### config.mk
export PLATFORM = sky130hd
export DESIGN_NAME = alu_seq
export DESIGN_NICKNAME = d
export VERILOG_FILES = /design/src/rtl/alu_seq.sv
export SDC_FILE = /design/constraint.sdc
export NUM_CORES = 1
export LEC_CHECK = 0
export ABC_AREA = 1
export CORE_MARGIN = 4
export CORE_UTILIZATION = 36
export DETAILED_ROUTE_END_ITERATION = 8
export DONT_BUFFER_PORTS = 1
export GPL_TIMING_DRIVEN = 1
export HOLD_SLACK_MARGIN = 0.08
export SLEW_MARGIN = 5
export SYNTH_ARGS = -nofsm -noshare
export SYNTH_HDL_FRONTEND = slang
export SYNTH_SLANG_ARGS = --single-unit
### constraint.sdc
create_clock -name clk -period 8.3 [get_ports clk]
set_clock_uncertainty 0.05 [all_clocks]
set_input_delay 1.66 -clock clk [delete_from_list [all_inputs] [get_ports clk]]
set_output_delay 1.66 -clock clk [all_outputs]
set_load 0.01 [all_outputs]
### src/rtl/alu_seq.sv
// alu_seq: registered ALU with a start/busy/done handshake, a retained
// CLFZN flag register, carry-in chaining, an iterative one-bit-per-cycle
// shifter and a shift-add multiplier.
//
//   state | meaning
//   ------+---------------------------------------------------------------
//   IDLE  | waiting for start; single-cycle ops complete from here
//   RUN   | iterating a shift or multiply; cnt_q counts remaining steps
module alu_seq #(
  parameter int WIDTH = 16,
  parameter int SHW   = $clog2(WIDTH)
) (
  input  logic             clk,
  input  logic             reset,
  input  logic             start,
  input  logic [3:0]       opcode,
  input  logic [WIDTH-1:0] A,
  input  logic [WIDTH-1:0] B,
  output logic [WIDTH-1:0] S,
  output logic [4:0]       CLFZN,
  output logic             busy,
  output logic             done,
  output logic             illegal
);

  localparam int MSB = WIDTH - 1;

  localparam logic [3:0] OP_ADD  = 4'd0;
  localparam logic [3:0] OP_ADDC = 4'd1;
  localparam logic [3:0] OP_SUB  = 4'd2;
  localparam logic [3:0] OP_CMP  = 4'd3;
  localparam logic [3:0] OP_AND  = 4'd4;
  localparam logic [3:0] OP_OR   = 4'd5;
  localparam logic [3:0] OP_XOR  = 4'd6;
  localparam logic [3:0] OP_NOT  = 4'd7;
  localparam logic [3:0] OP_LSL  = 4'd8;
  localparam logic [3:0] OP_LSR  = 4'd9;
  localparam logic [3:0] OP_ASR  = 4'd10;
  localparam logic [3:0] OP_MUL  = 4'd11;
  localparam logic [3:0] OP_MOV  = 4'd12;

  localparam logic [SHW:0] CNT_MUL = WIDTH[SHW:0];

  typedef enum logic {IDLE, RUN} state_t;

  state_t           state_q;
  logic [WIDTH-1:0] s_q;
  logic [4:0]       flags_q;
  logic             busy_q, done_q, illegal_q;
  logic [3:0]       op_q;
  logic [WIDTH-1:0] opa_q;
  logic [WIDTH-1:0] work_q;
  logic [WIDTH-1:0] hi_q;
  logic [SHW:0]     cnt_q;

  assign S       = s_q;
  assign CLFZN   = flags_q;
  assign busy    = busy_q;
  assign done    = done_q;
  assign illegal = illegal_q;

  // Shared adder/subtractor for the single-cycle arithmetic ops
  logic             cin;
  logic [WIDTH:0]   sum_ext, diff_ext;
  logic             add_v, sub_v;

  assign cin      = (opcode == OP_ADDC) ? flags_q[4] : 1'b0;
  assign sum_ext  = {1'b0, A} + {1'b0, B} + {{WIDTH{1'b0}}, cin};
  assign diff_ext = {1'b0, A} - {1'b0, B};
  assign add_v    = (A[MSB] == B[MSB]) && (sum_ext[MSB] != A[MSB]);
  assign sub_v    = (A[MSB] != B[MSB]) && (diff_ext[MSB] != A[MSB]);

  logic [WIDTH-1:0] sc_res;
  logic [4:0]       sc_flags;
  logic             sc_multi, sc_ill, sc_zn;

  // Decode the issued opcode: single-cycle result/flags, or flag a multi-cycle op
  always_comb begin
    sc_res   = s_q;
    sc_flags = flags_q;
    sc_multi = 1'b0;
    sc_ill   = 1'b0;
    sc_zn    = 1'b0;
    case (opcode)
      OP_ADD, OP_ADDC: begin
        sc_res   = sum_ext[WIDTH-1:0];
        sc_flags = {sum_ext[WIDTH], 1'b0, add_v, sum_ext[WIDTH-1:0] == '0, sum_ext[MSB]};
      end
      OP_SUB, OP_CMP: begin
        // N reports signed less-than, so the overflow case flips the sign bit
        if (opcode == OP_SUB) sc_res = diff_ext[WIDTH-1:0];
        sc_flags = {diff_ext[WIDTH], diff_ext[WIDTH], sub_v,
                    diff_ext[WIDTH-1:0] == '0, diff_ext[MSB] ^ sub_v};
      end
      OP_AND: begin sc_res = A & B; sc_zn = 1'b1; end
      OP_OR:  begin sc_res = A | B; sc_zn = 1'b1; end
      OP_XOR: begin sc_res = A ^ B; sc_zn = 1'b1; end
      OP_NOT: begin sc_res = ~A;    sc_zn = 1'b1; end
      OP_LSL, OP_LSR, OP_ASR: begin
        // A zero-length shift is a plain pass-through and needs no iteration
        if (B[SHW-1:0] == '0) begin
          sc_res = A;
          sc_zn  = 1'b1;
        end else begin
          sc_multi = 1'b1;
        end
      end
      OP_MUL: sc_multi = 1'b1;
      OP_MOV: sc_res = B;
      default: begin
        sc_res = '0;
        sc_ill = 1'b1;
      end
    endcase
    if (sc_zn) sc_flags[1:0] = {sc_res == '0, sc_res[MSB]};
  end

  logic [WIDTH:0]   mul_add;
  logic [WIDTH-1:0] it_work, it_hi;
  logic [4:0]       fin_flags;

  // One iteration step; the multiplier keeps {hi_q, work_q} as the partial product
  always_comb begin
    mul_add = {1'b0, hi_q} + (work_q[0] ? {1'b0, opa_q} : {(WIDTH+1){1'b0}});
    it_work = work_q;
    it_hi   = hi_q;
    case (op_q)
      OP_LSL: it_work = {work_q[WIDTH-2:0], 1'b0};
      OP_LSR: it_work = {1'b0, work_q[WIDTH-1:1]};
      OP_ASR: it_work = {work_q[MSB], work_q[WIDTH-1:1]};
      OP_MUL: begin
        it_hi   = mul_add[WIDTH:1];
        it_work = {mul_add[0], work_q[WIDTH-1:1]};
      end
      default: ;
    endcase
    fin_flags      = flags_q;
    fin_flags[1:0] = {it_work == '0, it_work[MSB]};
    if (op_q == OP_MUL) fin_flags[4] = |it_hi;
  end

  // Handshake FSM with registered result, flags and status outputs
  always_ff @(posedge clk) begin
    if (reset) begin
      state_q   <= IDLE;
      s_q       <= '0;
      flags_q   <= '0;
      busy_q    <= 1'b0;
      done_q    <= 1'b0;
      illegal_q <= 1'b0;
      op_q      <= '0;
      opa_q     <= '0;
      work_q    <= '0;
      hi_q      <= '0;
      cnt_q     <= '0;
    end else begin
      case (state_q)
        IDLE: begin
          done_q    <= 1'b0;
          illegal_q <= 1'b0;
          if (start) begin
            if (sc_multi) begin
              state_q <= RUN;
              busy_q  <= 1'b1;
              op_q    <= opcode;
              opa_q   <= A;
              hi_q    <= '0;
              if (opcode == OP_MUL) begin
                work_q <= B;
                cnt_q  <= CNT_MUL;
              end else begin
                work_q <= A;
                cnt_q  <= {1'b0, B[SHW-1:0]};
              end
            end else begin
              s_q       <= sc_res;
              flags_q   <= sc_flags;
              done_q    <= 1'b1;
              illegal_q <= sc_ill;
            end
          end
        end
        RUN: begin
          work_q <= it_work;
          hi_q   <= it_hi;
          cnt_q  <= cnt_q - 1'b1;
          if (cnt_q == {{SHW{1'b0}}, 1'b1}) begin
            state_q <= IDLE;
            busy_q  <= 1'b0;
            done_q  <= 1'b1;
            s_q     <= it_work;
            flags_q <= fin_flags;
          end
        end
        default: state_q <= IDLE;
      endcase
    end
  end

endmodule

==> flow_metrics.env <==
export IMPL_dieArea_um2=25500
export IMPL_p_leak_nw=4.03
export IMPL_synth_enable_flop_cells=0
export IMPL_grt_pass1_wl_um=50200
export IMPL_power_frac_comb=0.296
export IMPL_grt_overflow=0
export IMPL_drt_iter0_drc=1005
export IMPL_wl_per_cell_um=19.9
export IMPL_die_h_um=160
export IMPL_final_area_um2=8740
export IMPL_worstHoldStart="hi_q[13]"
export IMPL_ir_worst_vdd_uv=114
export IMPL_final_nets=1449
export IMPL_num_rows=55
export IMPL_r2r_end="CLFZN[4]"
export IMPL_area_growth_pct=5.37
export IMPL_maxCapViolCount=0
export IMPL_postLayoutCoreUtil=0.386
export IMPL_cts_buffers=9
export IMPL_synthArstFlopShare=0
export IMPL_min_to="hi_q[13]"
export IMPL_setup_violations=0
export IMPL_status="complete, no violations"
export IMPL_grt_pass1_vias=8805
export IMPL_fin_crit_sh=0.598
export IMPL_arrival_ns=5.19
export IMPL_fin_ws_ns=3.34
export IMPL_timing_fmax_mhz=202
export IMPL_end_kind="register"
export IMPL_cts_sinks=82
export IMPL_drtAntennaViolNets=0
export IMPL_rr_worst_depth=16
export IMPL_drc=0
export IMPL_clkLatencyLatePin_ns=0.36
export IMPL_timing_rr_start="CLFZN[4]"
export IMPL_hold_buffers=0
export IMPL_cp_start_kind="input port"
export IMPL_port_buffer_count=0
export IMPL_root_buffer="clkbuf_16"
export IMPL_start_util=0.366
export IMPL_fin_crit_ns=4.96
export IMPL_io_pins=63
export IMPL_synth_distinct_cells=51
export IMPL_syn_nets=1486
export IMPL_antenna_cells=0
export IMPL_power_switching_uw=493
export IMPL_viasPerCell=5.69
export IMPL_power_density_nw_per_um2=145
export IMPL_drt_pass1_iter_count=5
export IMPL_cts_tree="yes"
export IMPL_synth_cells=1376
export IMPL_hold_path_class="reg2reg"
export IMPL_drive_above_1_share=0.0528
export IMPL_hold_viol=0
export IMPL_p_int_uw=772
export IMPL_layout_commonest_cell="nand2_1"
export IMPL_antenna_found_initial=0
export IMPL_cts_clk_slew_worst_paths_ns=0.06
export IMPL_rsz0062_at_grt="no"
export IMPL_wl_um=32400
export IMPL_ctsHtreeMaxLevel=3
export IMPL_core_area_um2=22600
export IMPL_p_sw_frac=0.390
export IMPL_crit_fanout=10
export IMPL_worstSetupPathType="in2reg"
export IMPL_seqPwrFrac=0.366
export IMPL_drv_slew=0
export IMPL_clkPwrFrac=0.337
export IMPL_synth_area_um2=8290
export IMPL_place_area_um2=8440
export IMPL_grt_max_degree=55
export IMPL_cts_buffer_depth=2
export IMPL_dp_hpwl_um=24800
export IMPL_synth_main_ff_cell="dfxtp_1"
export IMPL_pre_cts_slack_ns=3.06
export IMPL_grt_use_total=0.248
export IMPL_yosysSeqAreaShare=0.198
export IMPL_synth_area_per_cell_um2=6.03
export IMPL_yosys_warnings=0
export IMPL_postCtsSetupBuffers=0
export IMPL_setup_tns_ns=0
export IMPL_hold_depth=2
export IMPL_slew_limit_headroom=0.0791
export IMPL_mostFrequentLayoutCells="330 x nand2_1, 150 x inv_1, 132 x nor2_1, 124 x o21ai_0, 118 x a21oi_1"
export IMPL_r2r_slack_ns=5.10
export IMPL_synth_seq_cells=82
export IMPL_worst_slew_pin_slew_ns=1.38
export IMPL_required_ns=8.53
export IMPL_vias=9274
export IMPL_place_congestion=0.970
export IMPL_chipWidth_um=160
export IMPL_n_fill_cell=2472
export IMPL_postCtsResizedCells=0
worst max path at each step:
stage / endpoint / depth (start not counted) / start
floorplan: CLFZN[1] / 26 / A[3]
global placement: CLFZN[1] / 25 / A[2]
detailed placement: CLFZN[1] / 25 / B[2]
CTS: CLFZN[1] / 25 / B[2]
global route: CLFZN[1] / 25 / A[4]
finish: CLFZN[1] / 25 / B[2]
through the flow:
stage	hold slack (ns)	std cells	power [mW]
5_1_grt	0.459	1629	1.33
2_1_floorplan	0.403	1376	0.728
4_1_cts	0.430	1629	1.27
6_report	0.427	1629	1.26
3_5_place_dp	0.420	1613	0.837
3_3_place_gp	0.414	1613	0.838
power by group through the flow:
stage	Combinational (mW)	Sequential (mW)	Clock [mW]
final	0.375	0.463	0.427
after global routing	0.418	0.466	0.448
after CTS	0.367	0.462	0.436
after detailed placement	0.366	0.471	0
after global placement	0.367	0.471	0
after floorplan	0.276	0.452	0
kinds of logic (layout without fill, tap and decap cells):
logic type                 Yosys count  after routing  synth area share
muxes                                1              1           0.00121
DFF                                 82             82             0.198
buffers and inverters              218            186             0.107
and+or+nand+nor                    665            665             0.347
AOI/OAI and AO/OA                  323            323             0.219
adders and majority gates           71             71             0.112
xor gates and xnor gates            16             16            0.0169
metal layers:
metal	global-route usage	wire, µm
met3	0.0725	3230
met5	0	0
met4	0.139	1910
met2	0.368	13500
met1	0.323	13700
cell usage after synthesis, types with 8 or more instances:
master	count	area, µm²
xnor2_1	10	87.6
a21oi_1	118	591
a211oi_1	13	97.6
inv_1	150	563
nor2_1	133	499
nand3_1	112	561
o2111ai_1	8	70.1
o21ai_0	124	621
buf_2	19	95.1
clkbuf_1	26	97.6
dfxtp_1	82	1640
a31oi_1	15	93.8
or2_2	16	100
nand4_1	20	125
inv_2	8	30.0
ha_1	66	826
nand2_1	330	1240
nor3_1	21	105
state kept, by name (all words and copies together) (netlist names):
signal and count:
state_q 1, illegal 1, done 1, busy 1, CLFZN 5, cnt_q 5
work_q 16, hi_q 16, op_q 4, S 16, opa_q 16
final cells by class:
| type | instances | area, µm² | share of cell area |
|---|---|---|---|
| inverter | 162 | 611 | 0.0699 |
| multi-input combinational | 1076 | 5770 | 0.660 |
| clock buffer | 9 | 225 | 0.0258 |
| timing repair buffer | 8 | 60.1 | 0.00687 |
| sequential | 82 | 1640 | 0.188 |
| tap | 285 | 357 | 0.0408 |
| clock inverter | 7 | 76.3 | 0.00874 |
critical path: stages:
cell     delay, ns
inv_1         0.05
ha_1          0.51
inv_1         0.13
a21oi_2       0.19
nand2_1       0.11
nand2_1       0.10
nand2_1       0.08
nand2_1       0.09
nand3_1       0.10
nand3_1       0.10
nand2_1       0.07
a21oi_1       0.15
o21ai_0       0.13
fa_1          0.51
nor2_1        0.13
nand2_1       0.05
nor3_1        0.16
nand3_1       0.10
nor2_1        0.11
nand4_1       0.09
nor3_1        0.16
nand4_1       0.13
nand2_1       0.09
a21oi_1       0.06
a21oi_1       0.14
(Power assumes the default switching activity.)
